[src/rtl/serializer_arbiter.sv]
// rtl/serializer_arbiter.sv - round-robin frame scheduler sharing one downstream serializer
// Optional stall timeout with frame_err output: define SERIALIZER_ARBITER_TIMEOUT_EN.
module serializer_arbiter #(
  parameter int NUM_SRC         = 4,
  parameter int DATA_W          = 8,
  parameter int WORDS_PER_FRAME = 4,
  parameter int GAP_CYCLES      = 2,
  parameter int TIMEOUT         = 16
) (
  input  logic                        clk,
  input  logic                        rst,
  input  logic [NUM_SRC-1:0]          req,
  input  logic [NUM_SRC-1:0]          src_valid,
  input  logic [NUM_SRC*DATA_W-1:0]   src_data,
  output logic [NUM_SRC-1:0]          src_ack,
  output logic [NUM_SRC-1:0]          grant,
  output logic [$clog2(NUM_SRC)-1:0]  cur_src,
  output logic [DATA_W-1:0]           out_data,
  output logic                        out_valid,
  input  logic                        out_ready,
  output logic                        out_last,
  output logic                        busy
`ifdef SERIALIZER_ARBITER_TIMEOUT_EN
  ,
  output logic                        frame_err
`endif
);

  localparam int SW  = $clog2(NUM_SRC);
  localparam int WCW = $clog2(WORDS_PER_FRAME) + 1;
  localparam int GCW = $clog2(GAP_CYCLES + 1) + 1;

  typedef enum logic [1:0] {IDLE, XFER, GAP} state_t;

  state_t             state, state_nxt;
  logic [NUM_SRC-1:0] grant_nxt;
  logic [SW-1:0]      cur_src_nxt;
  logic [SW-1:0]      rr_ptr, rr_ptr_nxt;
  logic [SW-1:0]      pick_idx, ptr_inc;
  logic               pick_found;
  logic [WCW-1:0]     word_cnt, word_cnt_nxt;
  logic [GCW-1:0]     gap_cnt, gap_cnt_nxt;
  logic [DATA_W-1:0]  sel_data;
  logic               sel_valid;
  logic               held, hs, frame_end;
  logic               stall_abort;

  // First set request at or after ptr, wrapping; scanning downward lets the nearest one win.
  function automatic logic [SW:0] rr_pick(input logic [NUM_SRC-1:0] r, input logic [SW-1:0] ptr);
    logic [SW:0] res;
    int k;
    res = '0;
    for (int i = NUM_SRC - 1; i >= 0; i--) begin
      k = int'(ptr) + i;
      if (k >= NUM_SRC) k = k - NUM_SRC;
      if (r[k[SW-1:0]]) res = {1'b1, k[SW-1:0]};
    end
    return res;
  endfunction

  always_comb begin
    sel_data  = '0;
    sel_valid = 1'b0;
    for (int i = 0; i < NUM_SRC; i++) begin
      if (cur_src == SW'(i)) begin
        sel_data  = src_data[i*DATA_W +: DATA_W];
        sel_valid = src_valid[i];
      end
    end
  end

  assign held      = |grant;
  assign out_valid = held & sel_valid;
  assign out_data  = held ? sel_data : '0;
  assign hs        = out_valid & out_ready;
  assign src_ack   = hs ? grant : '0;
  assign out_last  = out_valid & (word_cnt == WCW'(WORDS_PER_FRAME - 1));
  assign busy      = (state != IDLE);
  assign ptr_inc   = (cur_src == SW'(NUM_SRC - 1)) ? '0 : cur_src + 1'b1;

`ifdef SERIALIZER_ARBITER_TIMEOUT_EN
  localparam int TCW = $clog2(TIMEOUT + 1) + 1;
  logic [TCW-1:0] stall_cnt;

  // Abort fires during the TIMEOUT-th consecutive stalled cycle.
  assign stall_abort = (state == XFER) && !sel_valid && (int'(stall_cnt) + 1 >= TIMEOUT);
  assign frame_err   = stall_abort;

  always_ff @(posedge clk) begin
    if (rst || state != XFER || sel_valid) stall_cnt <= '0;
    else                                    stall_cnt <= stall_cnt + 1'b1;
  end
`else
  assign stall_abort = 1'b0;
`endif

  always_comb begin
    state_nxt    = state;
    grant_nxt    = grant;
    cur_src_nxt  = cur_src;
    rr_ptr_nxt   = rr_ptr;
    word_cnt_nxt = word_cnt;
    gap_cnt_nxt  = gap_cnt;
    frame_end    = 1'b0;
    {pick_found, pick_idx} = rr_pick(req, rr_ptr);
    case (state)
      IDLE: begin
        if (pick_found) begin
          state_nxt           = XFER;
          grant_nxt           = '0;
          grant_nxt[pick_idx] = 1'b1;
          cur_src_nxt         = pick_idx;
          word_cnt_nxt        = '0;
        end
      end
      XFER: begin
        if (hs) begin
          word_cnt_nxt = word_cnt + 1'b1;
          frame_end    = out_last;
        end
        if (stall_abort) frame_end = 1'b1;
        if (frame_end) begin
          grant_nxt   = '0;
          rr_ptr_nxt  = ptr_inc;
          gap_cnt_nxt = '0;
          state_nxt   = (GAP_CYCLES == 0) ? IDLE : GAP;
        end
      end
      GAP: begin
        if (int'(gap_cnt) + 1 >= GAP_CYCLES) state_nxt = IDLE;
        else                                 gap_cnt_nxt = gap_cnt + 1'b1;
      end
      default: state_nxt = IDLE;
    endcase
  end

  always_ff @(posedge clk) begin
    if (rst) begin
      state    <= IDLE;
      grant    <= '0;
      cur_src  <= '0;
      rr_ptr   <= '0;
      word_cnt <= '0;
      gap_cnt  <= '0;
    end else begin
      state    <= state_nxt;
      grant    <= grant_nxt;
      cur_src  <= cur_src_nxt;
      rr_ptr   <= rr_ptr_nxt;
      word_cnt <= word_cnt_nxt;
      gap_cnt  <= gap_cnt_nxt;
    end
  end

endmodule

[config.mk]
export PLATFORM = sky130hd
export DESIGN_NAME = serializer_arbiter
export DESIGN_NICKNAME = d
export VERILOG_FILES = /design/src/rtl/serializer_arbiter.sv
export SDC_FILE = /design/constraint.sdc
export NUM_CORES = 1
export LEC_CHECK = 0
export ABC_AREA = 0
export CORE_ASPECT_RATIO = 1.1
export CORE_MARGIN = 2
export CORE_UTILIZATION = 44
export DETAILED_ROUTE_END_ITERATION = 8
export MAX_ROUTING_LAYER = met4
export PLACE_DENSITY = 0.95
export SLEW_MARGIN = 20
export SYNTH_ARGS = -nofsm -noshare
export SYNTH_HDL_FRONTEND = slang
export SYNTH_SLANG_ARGS = --single-unit
[constraint.sdc]
create_clock -name clk -period 5.5 [get_ports clk]
set_input_delay 1.1 -clock clk [delete_from_list [all_inputs] [get_ports clk]]
set_output_delay 1.1 -clock clk [all_outputs]
set_load 0.01 [all_outputs]
==> metrics.md <==
| Metric | Value |
|---|---|
| Hold_sp | `gap_cnt[1]$_SDFFE_PP0P_` |
| Reg-to-reg startpoint | `cur_src[0]$_SDFFE_PP0P_` |
| Root buf cell | `clkbuf_4` |
| Antenna diodes | `0` |
| FP Rows | `20` |
| Slew HR | `0.268` |
| Grt ovf | `0` |
| Post-CTS sizing | `0` |
| Post-CTS setup repair buffer count | `0` |
| Total power draw | `0.296 mW` |
| Top_reg_cell synth | `dfxtp_1` |
| Worst-Skew Late Latency | `290 ps` |
| Drt first pass iters | `4` |
| Initial core utilization | `0.470` |
| Max Cap Viol | `0` |
| Commonest non-fill, non-tap cells in the layout | `clkdlybuf4s50_1, a21oi_1, nand2_1` |
| Largest net degree at the start of global routing | `21` |
| Fin crit share | `0.803` |
| Post-synth EDFFs | `0` |
| Final Critical Period | `4410 ps` |
| Worst Path Max Fanout | `7` |
| First-pass GRT wire length | `6.05 mm` |
| Slew @ Worst Pin | `1090 ps` |
| Yosys warning count | `0` |
| Reg area | `320 sq um` |
| Core area | `2800 sq um` |
| R2R depth | `7` |
| Routed wire length | `3.80 mm` |
| Post-Syn Nets | `228` |
| Die H | `61.4 um` |
| Fin. Hold Viols | `0` |
| Setup TNS | `0 ps` |
| Critical Path RT | `4400 ps` |
| Status | `finished, final reports clean` |
| CTS tree | `done` |
| RSZ-0062 raised after global routing | `false` |
| Worst hold stages | `2` |
| Via count | `1466` |
| Synthesis-stage register bit count | `16` |
| Sequential-to-total area share from yosys stat | `0.243` |
| Asr flop ratio synth | `0` |
| Synthesized area per cell | `7.44 sq um` |
| Multi-input logic area | `921 sq um` |
| Full die area | `3450 sq um` |
| DRC | `0` |
| FMAX | `227 MHz` |
| Post-route ant nets | `0` |
| HPWL after DPL | `2.98 mm` |
| I/O pin total | `64` |
| Initial antenna violation count | `0` |
| Reg-to-reg critical path endpoint | `word_cnt[2]$_SDFFE_PP0P_` |
| TritonCTS buffer count | `3` |
| VDD IR-drop max | `0.146 mV` |
| Post-DR vias/cell | `5.51` |
| CTS hold repair buffers | `0` |
| Hold EP | `gap_cnt[1]$_SDFFE_PP0P_` |
| Startpoint Class | `input pin` |
| Synth-to-Final Area Change | `50.1%` |
| Final setup violation count | `0` |
| Slew Viols, Final | `0` |
| Placed insts | `262` |
| Netlist cell types | `38` |
| H-Tree Depth | `1` |
| Clock sinks | `16` |
| Iteration-0 DRC count of the detailed router | `102` |
| Mapped cell area | `1320 sq um` |
| Kind of critical path | `input pin to primary output` |
| Number of cells in the finished layout apart from fillers | `266` |
| Crit end category | `primary output` |
| Port Buffers | `63` |
| Placer Congestion | `0.815` |
| Clock skew | `4.44 ps` |
| Static leakage | `0.737 nW` |
| All-Layer GR Usage | `0.233` |
| Max clock buf depth | `2` |
| Chip Width | `56.2 um` |
| Vias in the first global route | `1337` |
| Commonest non-fill, non-tap cell in the layout | `clkdlybuf4s50_1` |
| Power Dens Cells | `150 nW/um^2` |
| Fin nets | `285` |
| WP data arrival | `3310 ps` |
| Filler Cell Count | `240` |
| DR WL/cell | `14.3 um` |
| Cell area after layout | `1980 sq um` |
| Clock transition at path regs | `90 ps` |
| Placed instance area | `1940 sq um` |
| Mapped Cells | `177` |
| Hold WC Path Type | `flip-flop to flip-flop` |
| Fin util | `0.705` |
| Layout cells sized above 1 | `0.0386` |
| R2R Setup Slk | `2890 ps` |
## kinds of logic (layout without fill, tap and decap cells)
logic type | after synthesis | in the layout | share of synthesized area
buffers and inverters | 18 | 74 | 0.0618
adder cells (fa/ha/maj) | 8 | 8 | 0.0760
flip-flops | 16 | 16 | 0.243
AND/OR/NAND/NOR | 86 | 86 | 0.374
AO/OA/AOI/OAI | 40 | 40 | 0.175
multiplexers | 9 | 9 | 0.0703
## critical path, stage by stage
cell and delay, ps:
clkdlybuf4s50_1 450, and4bb_1 220, a2111oi_1 80, nor3_1 660, and3_1 260, clkdlybuf4s50_1 540
## worst max-delay path by stage
stage,from,endpoint,slack (ps)
global route,cur_src[0]$_SDFFE_PP0P_,src_ack[3],880
detailed placement,src_valid[0],src_ack[3],1100
floorplan,src_valid[0],src_ack[0],2210
global placement,src_valid[0],src_ack[3],1240
CTS,src_valid[0],src_ack[3],1080
finish,src_valid[0],src_ack[3],1090
## sequential cells by signal, summed over array words and instances (netlist names)
signal	flops
state	2
grant	4
word_cnt	3
gap_cnt	3
rr_ptr	2
cur_src	2
## layer usage
metal  vias up  routed length (um)  global-route usage
met5         -                   0                   -
met4         0                  44              0.0714
met3         5                 349              0.0420
met2        71                1720               0.410
met1       657                1690               0.275
li1        733                   -                   -
## report_power, final
group          switching, mW  internal [mW]  leakage (nW)  total, mW
Sequential           0.00277          0.118         0.130      0.121
Combinational         0.0397         0.0577         0.587     0.0974
Clock                 0.0378         0.0404        0.0210     0.0782
## area by class of cell
class,count,share of cell area
Clock buffer,4,0.0184
Tap cell,33,0.0209
Inverter,7,0.0133
Timing Repair Buffer,63,0.319
Sequential cell,16,0.162
Multi-Input combinational cell,143,0.466
## synthesized netlist by cell type (4+ instances only)
cell type	n	area, sq um
a21oi_1	25	125
and3_1	4	25.0
clkbuf_1	6	22.5
dfxtp_1	16	320
ha_1	8	100
inv_1	7	26.3
mux2i_1	7	70.1
nand2_1	24	90.1
nand2b_1	4	25.0
nand3b_1	12	90.1
nor2_1	12	45.0
nor2b_1	9	56.3
nor4b_1	4	35.0
o21ai_0	8	40.0
## per-stage QoR
step	setup WS, ps	hold slack (ps)
after global routing	882	536
final	1090	502
after global placement	1240	478
after detailed placement	1100	487
after floorplan	2210	458
after CTS	1080	503
(Power assumes the default switching activity.)
